## config.mk

```make
export PLATFORM = sky130hd
export DESIGN_NAME = alu_arbiter
export DESIGN_NICKNAME = d
export VERILOG_FILES = /design/src/rtl/alu_arb_pkg.sv /design/src/rtl/alu_arbiter_rr_arbiter.sv /design/src/rtl/alu_arbiter.sv
export SDC_FILE = /design/constraint.sdc
export NUM_CORES = 1
export LEC_CHECK = 0
export BUFFER_PORTS_ARGS = -buffer_cell sky130_fd_sc_hd__buf_2
export CAP_MARGIN = 10
export CELL_PAD_IN_SITES_DETAIL_PLACEMENT = 1
export CELL_PAD_IN_SITES_GLOBAL_PLACEMENT = 2
export CORE_MARGIN = 2
export CORE_UTILIZATION = 24
export CTS_CLUSTER_SIZE = 16
export DETAILED_ROUTE_END_ITERATION = 7
export HOLD_SLACK_MARGIN = 0.12
export PLACE_DENSITY_LB_ADDON = 0.1
export SKIP_LAST_GASP = 1
export SLEW_MARGIN = 20
export SYNTH_ARGS = -nofsm -noshare
export SYNTH_HDL_FRONTEND = slang
export SYNTH_HIERARCHICAL = 1
export SYNTH_SLANG_ARGS = --single-unit
```

## constraint.sdc

```tcl
create_clock -name clk -period 1.8 [get_ports clk]
set_clock_uncertainty 0.1 [all_clocks]
set_input_delay 0.09 -clock clk [delete_from_list [all_inputs] [get_ports clk]]
set_output_delay 0.09 -clock clk [all_outputs]
set_load 0.01 [all_outputs]
```

## src/rtl/alu_arb_pkg.sv

```systemverilog
// Shared constants for the ALU arbiter: ALU op codes, FSM states and
// the bit positions inside the {N, Z, C, V} flag nibble.
package alu_arb_pkg;

  localparam logic [1:0] OP_ADD = 2'b00;
  localparam logic [1:0] OP_SUB = 2'b01;
  localparam logic [1:0] OP_MUL = 2'b10;
  localparam logic [1:0] OP_DIV = 2'b11;

  typedef enum logic [1:0] {
    IDLE = 2'd0,
    EXEC = 2'd1,
    RESP = 2'd2
  } state_e;

  localparam int FLG_N = 3;
  localparam int FLG_Z = 2;
  localparam int FLG_C = 1;
  localparam int FLG_V = 0;

  // Flag pattern returned for a trapped divide by zero (Zero only)
  localparam logic [3:0] FLAGS_DIVZERO = 4'b0100;

endpackage

```

## src/rtl/alu_arbiter_rr_arbiter.sv

```systemverilog
// Combinational round-robin picker: the first asserted request at or
// after ptr_i (wrapping modulo NREQ) wins. grant_o is one-hot and
// grant_idx_o is its index; both are zero when nothing is requested.
module rr_arbiter #(
  parameter int NREQ = 2,
  parameter int IDW  = $clog2(NREQ)
) (
  input  logic [NREQ-1:0] req_i,
  input  logic [IDW-1:0]  ptr_i,
  output logic [NREQ-1:0] grant_o,
  output logic [IDW-1:0]  grant_idx_o
);

  int   idx;
  logic found;
  logic hit;

  // Walk the requesters in priority order starting at the pointer
  always_comb begin
    grant_o     = '0;
    grant_idx_o = '0;
    found       = 1'b0;
    idx         = 0;
    hit         = 1'b0;
    for (int k = 0; k < NREQ; k++) begin
      idx = (int'(ptr_i) + k >= NREQ) ? int'(ptr_i) + k - NREQ : int'(ptr_i) + k;
      for (int j = 0; j < NREQ; j++) begin
        hit         = !found && (j == idx) && req_i[j];
        grant_o[j]  = grant_o[j] | hit;
        grant_idx_o = hit ? IDW'(j) : grant_idx_o;
        found       = found | hit;
      end
    end
  end

endmodule

```

## src/rtl/alu_arbiter.sv

```systemverilog
// Round-robin front end for a single shared combinational ALU.
// One operation at a time: IDLE (arbitrate/accept) -> EXEC (drive ALU)
// -> RESP (hold result until consumed).
// Optional build macro ALU_ARB_DIVZERO_TRAP_EN: a divide by zero is
// answered directly from IDLE with result 0, flags Zero and resp_err=1,
// without touching the ALU inputs.
module alu_arbiter
  import alu_arb_pkg::*;
#(
  parameter int W    = 34,
  parameter int NREQ = 2,
  parameter int IDW  = $clog2(NREQ)
) (
  input  logic              clk,
  input  logic              rst_n,
  input  logic [NREQ-1:0]   req_valid,
  output logic [NREQ-1:0]   req_ready,
  input  logic [NREQ*W-1:0] req_a,
  input  logic [NREQ*W-1:0] req_b,
  input  logic [NREQ*2-1:0] req_op,
  output logic              resp_valid,
  input  logic              resp_ready,
  output logic [IDW-1:0]    resp_id,
  output logic [W-1:0]      resp_result,
  output logic [3:0]        resp_flags,
  output logic              resp_err,
  output logic [W-1:0]      alu_a,
  output logic [W-1:0]      alu_b,
  output logic [1:0]        alu_ctrl,
  input  logic [W-1:0]      alu_result,
  input  logic              alu_ovf,
  input  logic              alu_carry,
  input  logic              alu_zero,
  input  logic              alu_neg,
  output logic              busy
);

  state_e         state_q, state_d;
  logic [IDW-1:0] ptr_q, ptr_d;
  logic [IDW-1:0] id_q, id_d;
  logic [W-1:0]   alu_a_q, alu_a_d, alu_b_q, alu_b_d;
  logic [1:0]     alu_ctrl_q, alu_ctrl_d;
  logic [W-1:0]   result_q, result_d;
  logic [3:0]     flags_q, flags_d;

  logic [NREQ-1:0] grant_s;
  logic [IDW-1:0]  grant_idx_s;
  logic [IDW-1:0]  ptr_next_s;
  logic [W-1:0]    sel_a_s, sel_b_s;
  logic [1:0]      sel_op_s;
  logic [3:0]      alu_flags_s;
  logic            accept_s;
  logic            trap_s;

  rr_arbiter #(.NREQ(NREQ), .IDW(IDW)) u_rr (
    .req_i       (req_valid),
    .ptr_i       (ptr_q),
    .grant_o     (grant_s),
    .grant_idx_o (grant_idx_s)
  );

  // Grant is offered only while idle and never while reset is applied
  always_comb begin
    if ((state_q == IDLE) && rst_n) begin
      req_ready = grant_s;
    end else begin
      req_ready = '0;
    end
  end

  assign accept_s   = (state_q == IDLE) && (|req_valid);
  assign ptr_next_s = (grant_idx_s == IDW'(NREQ - 1)) ? '0 : grant_idx_s + IDW'(1);

  // One-hot mux of the winning requester's operands
  always_comb begin
    sel_a_s  = '0;
    sel_b_s  = '0;
    sel_op_s = '0;
    for (int j = 0; j < NREQ; j++) begin
      sel_a_s  = sel_a_s  | ({W{grant_s[j]}} & req_a[j*W +: W]);
      sel_b_s  = sel_b_s  | ({W{grant_s[j]}} & req_b[j*W +: W]);
      sel_op_s = sel_op_s | ({2{grant_s[j]}} & req_op[j*2 +: 2]);
    end
  end

  // Pack the ALU flag wires into the {N, Z, C, V} nibble
  always_comb begin
    alu_flags_s        = '0;
    alu_flags_s[FLG_N] = alu_neg;
    alu_flags_s[FLG_Z] = alu_zero;
    alu_flags_s[FLG_C] = alu_carry;
    alu_flags_s[FLG_V] = alu_ovf;
  end

  // Decide whether the winning request is a trapped divide by zero
  always_comb begin
`ifdef ALU_ARB_DIVZERO_TRAP_EN
    trap_s = (sel_op_s == OP_DIV) && (sel_b_s == '0);
`else
    trap_s = 1'b0;
`endif
  end

  // Next-state and datapath update; everything holds unless changed
  always_comb begin
    state_d    = state_q;
    ptr_d      = ptr_q;
    id_d       = id_q;
    alu_a_d    = alu_a_q;
    alu_b_d    = alu_b_q;
    alu_ctrl_d = alu_ctrl_q;
    result_d   = result_q;
    flags_d    = flags_q;
    case (state_q)
      IDLE: begin
        if (accept_s) begin
          id_d  = grant_idx_s;
          ptr_d = ptr_next_s;
          if (trap_s) begin
            result_d = '0;
            flags_d  = FLAGS_DIVZERO;
            state_d  = RESP;
          end else begin
            alu_a_d    = sel_a_s;
            alu_b_d    = sel_b_s;
            alu_ctrl_d = sel_op_s;
            state_d    = EXEC;
          end
        end else begin
          state_d = IDLE;
        end
      end
      EXEC: begin
        result_d = alu_result;
        flags_d  = alu_flags_s;
        state_d  = RESP;
      end
      RESP: begin
        if (resp_ready) begin
          state_d = IDLE;
        end else begin
          state_d = RESP;
        end
      end
      default: begin
        state_d = IDLE;
      end
    endcase
  end

  // State and datapath registers with synchronous active-low reset
  always_ff @(posedge clk) begin
    if (!rst_n) begin
      state_q    <= IDLE;
      ptr_q      <= '0;
      id_q       <= '0;
      alu_a_q    <= '0;
      alu_b_q    <= '0;
      alu_ctrl_q <= 2'b00;
      result_q   <= '0;
      flags_q    <= 4'b0000;
    end else begin
      state_q    <= state_d;
      ptr_q      <= ptr_d;
      id_q       <= id_d;
      alu_a_q    <= alu_a_d;
      alu_b_q    <= alu_b_d;
      alu_ctrl_q <= alu_ctrl_d;
      result_q   <= result_d;
      flags_q    <= flags_d;
    end
  end

`ifdef ALU_ARB_DIVZERO_TRAP_EN
  logic err_q, err_d;

  // The trap flag is decided at accept and travels with the response
  always_comb begin
    if (accept_s) begin
      err_d = trap_s;
    end else begin
      err_d = err_q;
    end
  end

  // Trap flag register
  always_ff @(posedge clk) begin
    if (!rst_n) begin
      err_q <= 1'b0;
    end else begin
      err_q <= err_d;
    end
  end

  assign resp_err = err_q;
`else
  assign resp_err = 1'b0;
`endif

  assign resp_valid  = (state_q == RESP);
  assign resp_id     = id_q;
  assign resp_result = result_q;
  assign resp_flags  = flags_q;
  assign alu_a       = alu_a_q;
  assign alu_b       = alu_b_q;
  assign alu_ctrl    = alu_ctrl_q;
  assign busy        = (state_q != IDLE);

endmodule

```

==> results.tsv, run 1 <==
stage	metric	value	unit
outcome	status	completed	
route	vias	5974	
critical_path	r2r-start	state_q[0]	
sta	fin_crit_sh	95.9	%
hold_path	holdPathEnd	ptr_q	
grt	grt_antenna_before_repair	1	
grt	grt_pass1_vias	6476	
logic_synthesis	syn-mean-instance-area	9.45	um^2
floorplanning	fp.dieArea	21700	um^2
placement	gp_congestion	0.725	
cts	cts_buffers	9	
logic_synthesis	synth_area	4920	um^2
critical_path	critPathRequiredTime	1990	ps
critical_path	worst-setup-path-type	flop to flop	
route	drt-initial-drc-count	223	
cts	worstSkewPairLatency	340	ps
logic_synthesis	synthesis.instances	521	
cells_and_area	drive_gt1_share	42.1	%
route	route.detailed.drc	0	
placement	port_buffers	295	
grt	grt_pass1_wl	35200	um
sta	max_freq	579	MHz
hold_path	min_path_cells	4	
floorplanning	die_w	147	um
critical_path	crit_family	buffers and inverters	
logic_synthesis	yosysMostFrequentCell	dfxtp_1	
cts	cts_sinks	112	
grt	grt_max_degree	72	
logic_synthesis	synth.area.top_cells	dfxtp_1 46%, a211oi_2 18%, a21oi_1 11%	
cts	htreeDepth	3	
power	total_power	7.06	mW
logic_synthesis	yosys-top-cells-count	112 x dfxtp_1, 111 x a21oi_1, 76 x nand2_1	
cts	cts.reportedPaths.clkPinSlew	70	ps
critical_path	worst-path-max-fanout	19	
placement	post-dp-hpwl	13400	um
hold_path	hold_path_startpoint	req_valid[1]	
logic_synthesis	yosysTopAreaCell	dfxtp_1	
cts	clockBufferDepth	2	
logic_synthesis	synth.ff_latch_count	112	
logic_synthesis	synth-seq-area-share	45.5	%
cts	cts_root_buf	clkbuf_16	
power	peakVddDrop	0.000410	V
route	topRoutingLayerUsed	met4	
critical_path	cp_slowest_cell	dlygate4sd3_1	
power	p_leak	3.95	nW
logic_synthesis	async_reset_ff_share	0	%
critical_path	worstPathArrival	1920	ps
sta	hold_slack	178	ps
logic_synthesis	synthesis.nets	704	
grt	grt.total_usage	20.2	%
cells_and_area	fin_cells	1256	
route	wl	23300	um
cts	cts_tree	done	
critical_path	r2r_cells	5	
floorplanning	rows	52	
route	routedWlPerCell	18.5	um
sta	fin_crit	1730	ps
critical_path	r2r_slack	70	ps
hold_path	hp-class	input pin to flop	
route	met2_length	11700	um
route	final_antenna_net_count	0	
power	p_per_area	781	nW/um^2
floorplanning	fp.dieH	147	um
critical_path	cp-start-kind	flop	
placement	post_dp_cell_area	6710	um^2
critical_path	path_cells	nor2b_4 -> buf_12 -> nand2_1 -> a21oi_1 -> dlygate4sd3_1	
cells_and_area	fin_area	9040	um^2
critical_path	crit_buf_inv	2	
floorplanning	io-pin-count	297	
flow_run	maxCapViolCount	0	
route	wl_met3	1410	um
route	dr.pass1.iters	4	
sta	finalSetupViolCount	0	
logic_synthesis	synth.top_cell.area_share	45.5	%
floorplanning	core-area	20200	um^2
critical_path	cp-end-kind	flop	
cells_and_area	fin_nets	1163	
sta	finalHoldViolations	0	
logic_synthesis	synth_cell_types	25	
logic_synthesis	ys.warnings.count	6	
critical_path	reg2reg_to	resp_result[2]	
critical_path	max_stage_delay	570	ps
grt	globalRouteOverflowTotal	0	
logic_synthesis	synth-edff-count	0	
cells_and_area	syn2layout_area_growth	83.5	%
sta	slew_violations	0	
cells_and_area	final_util	44.8	%
floorplanning	start_util	24.4	%
logic_synthesis	synthFlopType	dfxtp_1	
placement	dpl.cell_count	1043	
route	wl_met1	9490	um
route	viasPerCell	4.76	
==> registers in the layout (all words and copies together) (netlist names) <==
name,cells
alu_a,34
alu_b,34
alu_ctrl,2
ptr_q,1
resp_flags,4
resp_id,1
resp_result,34
state_q,2
==> worst max-delay path by stage <==
stage                           from              to  slack (ps)  cells after the start
after global routing      state_q[0]  resp_result[2]         -10                      5
after floorplan                ptr_q       alu_a[23]         390                      6
after CTS                 state_q[0]  resp_result[2]          20                      5
after detailed placement       ptr_q        alu_b[7]         260                      5
final                     state_q[0]  resp_result[2]          70                      5
after global placement         ptr_q       alu_a[32]         290                      5
==> cell type report <==
class	count	area, um^2
Multi-Input combinational cell	346	2400
Sequential cell	112	2250
Clock inverter	6	42.5
Antenna cell	1	2.50
Tap cell	270	338
Timing Repair Buffer	508	3750
Fill cell	2385	11100
Clock buffer	10	239
Inverter	3	13.8
==> layout by cell type (no fill, tap or decap), types with 2 or more instances in the layout <==
cell type        n
buf_2          295
dlygate4sd3_1  190
a21oi_1        111
dfxtp_1        110
nand2_1         76
a22oi_1         70
a211oi_2        70
clkbuf_16       12
buf_12           9
buf_4            8
nor2_4           2
and3_1           2
o21ai_0          2
clkinv_2         2
inv_6            2
clkinvlp_4       2
a21boi_4         2
==> layer usage <==
layer	global-route usage (%)	up-vias
met4	7.84	0
met5	0	-
met3	4.44	42
met1	23.7	2867
li1	-	2837
met2	35.8	228
==> logic make-up after synthesis <==
kind of cell	share of synthesized area [%]
compound gates	40.4
other cells	0.0761
buf+inv	6.55
flops	45.5
simple gates	7.44
==> report_power, final <==
group / switching, mW / internal [mW]
Clock: 0.985 / 0.986
Sequential: 0.133 / 2.73
Combinational: 1.15 / 1.07
Total: 2.27 / 4.79
==> tightest hold or removal path, cell delays in order <==
cell,delay (ps)
buf_2,140
nor2_1,120
o21ai_0,160
a21oi_1,70
==> timing repair <==
item	in CTS	in global routing
pin swaps	1	0
setup endpoints to repair	2	8
hold endpoints to repair	110	0
buffers inserted	1	1
gates resized for setup	1	8
hold buffers	190	0
cloned	1	3
==> stage by stage <==
step / setup WS [ps] / setup TNS [ps]
2_1_floorplan: 386 / 0
3_3_place_gp: 291 / 0
3_5_place_dp: 263 / 0
4_1_cts: 20.2 / 0
5_1_grt: -10.7 / -19.5
6_report: 74.3 / 0
Note: power is estimated with default switching activity, not from simulation.
==> run 2, diff against run 1 <==
CORE_UTILIZATION = 25   (was 24)
PLACE_DENSITY = 0.81   (was default)
PLACE_DENSITY_LB_ADDON = default   (was 0.1)
clock period = 2.2 ns   (was 1.8 ns; I/O delays follow)
==> run 2 against run 1 <==
- first-iteration DRC count is 15% lower
- critical endpoint is now alu_b[33]
- critical path type is now input pin to flop
- highest routed layer unchanged
- largest power group unchanged
- combinational power is 19% lower
- via count is 1.4% lower
==> results.tsv, run 2 (synthesis gave the netlist of run 1 again) <==
stage	metric	value	unit	change
critical_path	critPathRequiredTime	2370	ps	was 1990 ps
route	wl	22400	um	was 23300 um
sta	slew_violations	0		unchanged
route	dr.pass1.iters	4		unchanged
power	pwr-share-clk	27.9	%	about the same
placement	port_buffers	295		unchanged
sta	fin_setup_tns	0	ps	unchanged
cts	cts_sinks	112		unchanged
cts	cts.reportedPaths.clkPinSlew	70	ps	about the same
route	route.detailed.drc	0		unchanged
critical_path	worstPathArrival	2330	ps	was 1920 ps
critical_path	cp-start-kind	input pin		was flop
critical_path	r2r-start	ptr_q		was state_q[0]
placement	gp_congestion	0.717		was 0.725
route	viasPerCell	4.78		was 4.76
critical_path	crit_family	buffers and inverters		unchanged
cts	cts_setup_buffers	0		was 1
power	p_leak	3.76	nW	was 3.95 nW
critical_path	max_stage_delay	600	ps	was 570 ps
flow_run	maxCapViolCount	0		unchanged
cts	cts_root_buf	clkbuf_16		unchanged
critical_path	worst-path-max-fanout	36		was 19
grt	grt_antenna_before_repair	0		was 1
power	p_int	3.91	mW	was 4.79 mW
cts	cts_tree	done		unchanged
critical_path	crit_start	req_valid[0]		was state_q[0]
cells_and_area	n_fill_cell	2312		was 2385
sta	worst_slew_pin_slew	871	ps	
sta	hold_slack	143	ps	was 178 ps
route	drt-initial-drc-count	190		was 223
route	final_antenna_net_count	0		unchanged
critical_path	path_cells	dlygate4sd3_1 -> buf_2 -> a21boi_4 -> buf_12 -> a22oi_1 -> dlygate4sd3_1 -> a211oi_2		was nor2b_4 -> buf_12 -> nand2_1 -> a21oi_1 -> dlygate4sd3_1
grt	grt_max_degree	74		was 72
power	p_sw_share	31.9	%	was 32.1%
cells_and_area	antennaDiodeCount	0		was 1
cells_and_area	final_cell_mix	295 x buf_2, 180 x dlygate4sd3_1, 112 x dfxtp_1		was 295 x buf_2, 190 x dlygate4sd3_1, 111 x a21oi_1
critical_path	cp_slowest_cell	dlygate4sd3_1		unchanged
power	p_comb_share	31.4	%	was 31.5%
grt	globalRouteOverflowTotal	0		unchanged
power	total_power	5.75	mW	was 7.06 mW
sta	max_freq	463	MHz	
power	peakVddDrop	0.000344	V	was 0.000410 V
power	switchingPower	1.84	mW	was 2.27 mW
critical_path	worst-setup-path-type	input pin to flop		was flop to flop
cells_and_area	final_common_cell	buf_2		unchanged
sta	relSlewSlack	41.8	%	
grt	grt_pass1_wl	32500	um	was 35200 um
floorplanning	io-pin-count	297		unchanged
sta	rsz0062_at_grt	true		
floorplanning	start_util	25.4	%	was 24.4%
critical_path	crit_buf_inv	4		was 2
grt	use_met2	35.2	%	was 35.8%
route	routedWlPerCell	18.1	um	was 18.5 um
power	seq_power_share	40.8	%	was 40.6%
cts	clockBufferDepth	2		unchanged
outcome	status	completed		unchanged
grt	grt_use_met3	6.82	%	was 4.44%
cells_and_area	fin_nets	1147		was 1163
floorplanning	fp.dieH	144	um	was 147 um
grt	grt.total_usage	19.8	%	was 20.2%
cells_and_area	drive_gt1_share	41.9	%	was 42.1%
sta	finalHoldViolations	0		unchanged
route	vias	5893		was 5974
power	p_per_area	656	nW/um^2	was 781 nW/um^2
critical_path	cp-end-kind	flop		unchanged
sta	fin_crit	2160	ps	
grt	grt_pass1_vias	6354		was 6476
sta	finalSetupViolCount	0		unchanged
grt	grt_use_met1	21.8	%	was 23.7%
hold_path	hp-class	input pin to flop		unchanged
cts	worstSkewPairLatency	340	ps	about the same
floorplanning	fp.dieArea	20800	um^2	was 21700 um^2
floorplanning	die_w	144	um	was 147 um
cts	htreeDepth	3		unchanged
floorplanning	rows	51		was 52
cts	cts_buffers	9		unchanged
cells_and_area	syn2layout_area_growth	78.0	%	was 83.5%
hold_path	hold_path_startpoint	req_a[26]		was req_valid[1]
critical_path	cp_common_cell	dlygate4sd3_1		
sta	fin_crit_sh	98.2	%	
placement	post-dp-hpwl	12500	um	was 13400 um
floorplanning	core-area	19400	um^2	was 20200 um^2
grt	top_usage_layer	met2		unchanged
-- run 2: cell count changes in the layout (fill, tap and decap cells not counted), moves of 2 or more --
| cell | change |
|---|---|
| dlygate4sd3_1 | -10 |
| buf_12 | -4 |
| clkinv_4 | +2 |
| dfxtp_1 | +2 |
-- run 2: cell type report --
type / count / area, um^2 / share of cell area [%]
timing repair buffer: 492 / 3510 / 40.0
clock buffer: 10 / 239 / 2.73
inverter: 3 / 13.8 / 0.157
multi-input combinational: 346 / 2390 / 27.3
clock inverter: 6 / 43.8 / 0.500
tap: 265 / 332 / 3.78
sequential: 112 / 2240 / 25.6
-- run 2: power by group through the flow --
stage	clock network (mW)	registers (mW)	logic [mW]
final	1.60	2.34	1.80
after global routing	1.76	2.37	1.95
after CTS	1.67	2.34	1.74
after detailed placement	0	2.39	1.43
after global placement	0	2.38	1.41
after floorplan	0	2.48	0.761
-- run 2: what timing repair did --
action / in CTS / in global routing
endpoints found under the hold margin: 109 / 2
resized for setup: 0 / 1
setup endpoints to repair: 0 / 68
hold buffers: 178 / 2
-- run 2: worst min-delay path, delay by kind of cell --
kind | cells | cell delay (ps)
compound gates | 2 | 350
buf+inv | 1 | 80
-- run 2: worst paths after layout --
check                  endpoint  slack (ps)  depth (start not counted)
setup / recovery      alu_b[33]          40                          7
hold / removal        alu_a[26]         140                          3
setup reg to reg      alu_b[33]          90                          6
hold reg to reg   resp_flags[0]         350                          2
-- run 2: metal layers --
| layer | wire length [um] | part of all wire (%) | vias to the layer above |
|---|---|---|---|
| li1 | - | - | 2802 |
| met1 | 8820 | 39 | 2786 |
| met2 | 11100 | 50 | 254 |
| met3 | 1750 | 7.8 | 51 |
| met4 | 669 | 3.0 | 0 |
| met5 | 0 | 0 | - |
-- run 2: metrics by stage --
step	util (%)	std cells	instance area (um^2)	worst slack (ps)
floorplan	-	521	4920	786
global placement	34.2	1036	6630	170
detailed placement	34.2	1036	6630	130
CTS	44.8	1230	8690	30.8
global route	45.2	1234	8770	-15.2
finish	45.2	1234	8770	40.0
==> run 3, diff against run 2 <==
CORE_MARGIN = 4   (was 2)
GPL_ROUTABILITY_DRIVEN = 0   (was default)
==> run 3 against run 2 <==
- worst hold slack better by 10 ps
- global-route usage decreased by 0.055 points
- maximum frequency is 1.4% higher
- largest power group unchanged
- non-clock buffer count rose by 4
- critical path depth unchanged
==> results.tsv, run 3 (synthesis gave the netlist of run 1 again) <==
stage	metric	value	unit	change
power	switchingPower	1.87	mW	was 1.84 mW
critical_path	worst-path-max-fanout	18		was 36
sta	fin_setup_tns	0	ps	unchanged
placement	post-dp-hpwl	13000	um	was 12500 um
grt	grt_pass1_wl	35200	um	was 32500 um
cells_and_area	fin_cells	1240		was 1234
cells_and_area	final_cell_mix	295 x buf_2, 182 x dlygate4sd3_1, 111 x a21oi_1, 111 x dfxtp_1, 76 x nand2_1		was 295 x buf_2, 180 x dlygate4sd3_1, 112 x dfxtp_1
hold_path	hp-class	input pin to flop		unchanged
sta	finalSetupViolCount	0		unchanged
route	viasPerCell	4.80		was 4.78
sta	relSlewSlack	55.8	%	was 41.8%
route	drt-initial-drc-count	164		was 190
grt	grt_pass1_vias	6533		was 6354
flow_run	maxCapViolCount	0		unchanged
cts	cts.reportedPaths.clkPinSlew	80	ps	was 70 ps
grt	grt_antenna_before_repair	1		was 0
sta	fin_crit_sh	96.8	%	was 98.2%
critical_path	cp-start-kind	flop		was input pin
floorplanning	die_w	148	um	was 144 um
route	wl	23700	um	was 22400 um
critical_path	cp-end-kind	flop		unchanged
grt	grt.total_usage	19.8	%	about the same
power	peakVddDrop	0.000343	V	was 0.000344 V
cts	clockBufferDepth	2		unchanged
sta	fin_crit	2130	ps	was 2160 ps
cts	htreeDepth	3		unchanged
cts	cts_root_buf	clkbuf_16		unchanged
cts	cts_tree	done		unchanged
critical_path	worst-setup-path-type	flop to flop		was input pin to flop
floorplanning	core-area	19400	um^2	unchanged
cts	worstSkewPairLatency	350	ps	was 340 ps
power	p_int	4.06	mW	was 3.91 mW
floorplanning	rows	51		unchanged
critical_path	critPathRequiredTime	2390	ps	was 2370 ps
placement	port_buffers	295		unchanged
power	p_comb_share	31.1	%	was 31.4%
sta	finalHoldViolations	0		unchanged
grt	globalRouteOverflowTotal	0		unchanged
power	p_per_area	669	nW/um^2	was 656 nW/um^2
floorplanning	fp.dieH	148	um	was 144 um
critical_path	worstPathArrival	2320	ps	was 2330 ps
route	routedWlPerCell	19.1	um	was 18.1 um
power	pwr-share-clk	29.3	%	was 27.9%
cells_and_area	syn2layout_area_growth	80.1	%	was 78.0%
placement	dpl.cell_count	1035		was 1036
power	seq_power_share	39.6	%	was 40.8%
cells_and_area	final_common_cell	buf_2		unchanged
sta	rsz0062_at_grt	false		was true
floorplanning	start_util	25.4	%	unchanged
route	vias	5950		was 5893
cells_and_area	fin_nets	1151		was 1147
route	dr.pass1.iters	4		unchanged
power	p_leak	3.82	nW	was 3.76 nW
route	route.detailed.drc	0		unchanged
floorplanning	fp.dieArea	22000	um^2	was 20800 um^2
outcome	status	completed		unchanged
grt	grt_max_degree	74		unchanged
sta	max_freq	470	MHz	was 463 MHz
cts	cts_sinks	112		unchanged
floorplanning	io-pin-count	297		unchanged
route	final_antenna_net_count	0		unchanged
power	p_sw_share	31.5	%	was 31.9%
sta	worst_slew_pin_slew	663	ps	was 871 ps
cts	cts_buffers	9		unchanged
cells_and_area	drive_gt1_share	41.9	%	about the same
sta	slew_violations	0		unchanged
-- run 3: cell types whose count changed in the layout (fill, tap and decap cells not counted) --
| cell | change |
|---|---|
| buf_12 | +3 |
| clkinv_2 | -2 |
| diode_2 | +2 |
| dlygate4sd3_1 | +2 |
| buf_4 | -1 |
| bufinv_16 | +1 |
| clkbuf_1 | +1 |
| dfxtp_1 | -1 |
| dfxtp_2 | +1 |
-- run 3: final timing paths --
kind	start	endpoint	slack [ps]	cells after the start
worst max-delay path	ptr_q	alu_b[25]	70	7
worst min register to register	resp_result[8]	resp_result[8]	350	2
worst max register to register	ptr_q	alu_b[25]	70	7
worst min-delay path	req_valid[1]	state_q[0]	150	3
-- run 3: layout make-up --
type	instances	area [um^2]
timing repair buffer	496	3580
fill	2314	10500
antenna	2	5.00
sequential	112	2240
clock inverter	5	63.8
tap	265	332
inverter	3	13.8
clock buffer	11	243
multi-input combinational	346	2390
-- run 3: worst max-delay path, cell delays in order, from the launching register on --
cell	delay, ps
dfxtp_2	370
inv_1	90
a21boi_4	220
buf_12	150
buf_12	190
a22oi_1	120
a211oi_2	240
dlygate4sd3_1	570
-- run 3: what timing repair did --
action,in CTS,in global routing
hold endpoints to repair,111,0
setup endpoints to repair,0,69
setup buffers,0,1
hold buffers,182,0
resized for setup,0,7
-- run 3: layer usage --
metal / GRT usage (%) / part of all wire (%)
met5: 0 / 0
met3: 6.61 / 7.7
met1: 22.0 / 39
met4: 8.27 / 3.6
met2: 34.6 / 49
-- run 3: metrics by stage --
stage / instance area (um^2) / setup WS, ps / util (%) / power (mW) / hold slack [ps]
after global routing: 8870 / 4.99 / 45.7 / 6.25 / 186
final: 8870 / 70.6 / 45.7 / 5.93 / 153
after floorplan: 4920 / 786 / - / 3.24 / 146
after global placement: 6630 / 571 / 34.2 / 3.80 / 253
after detailed placement: 6630 / 523 / 34.2 / 3.83 / 259
after CTS: 8760 / 28.4 / 45.2 / 5.93 / 134
-- run 3: power by group through the flow --
stage	clock [mW]	sequential (mW)	combinational, mW
final	1.74	2.35	1.84
after global routing	1.87	2.37	2.00
after floorplan	0	2.48	0.761
after detailed placement	0	2.39	1.44
after global placement	0	2.39	1.42
after CTS	1.81	2.35	1.77
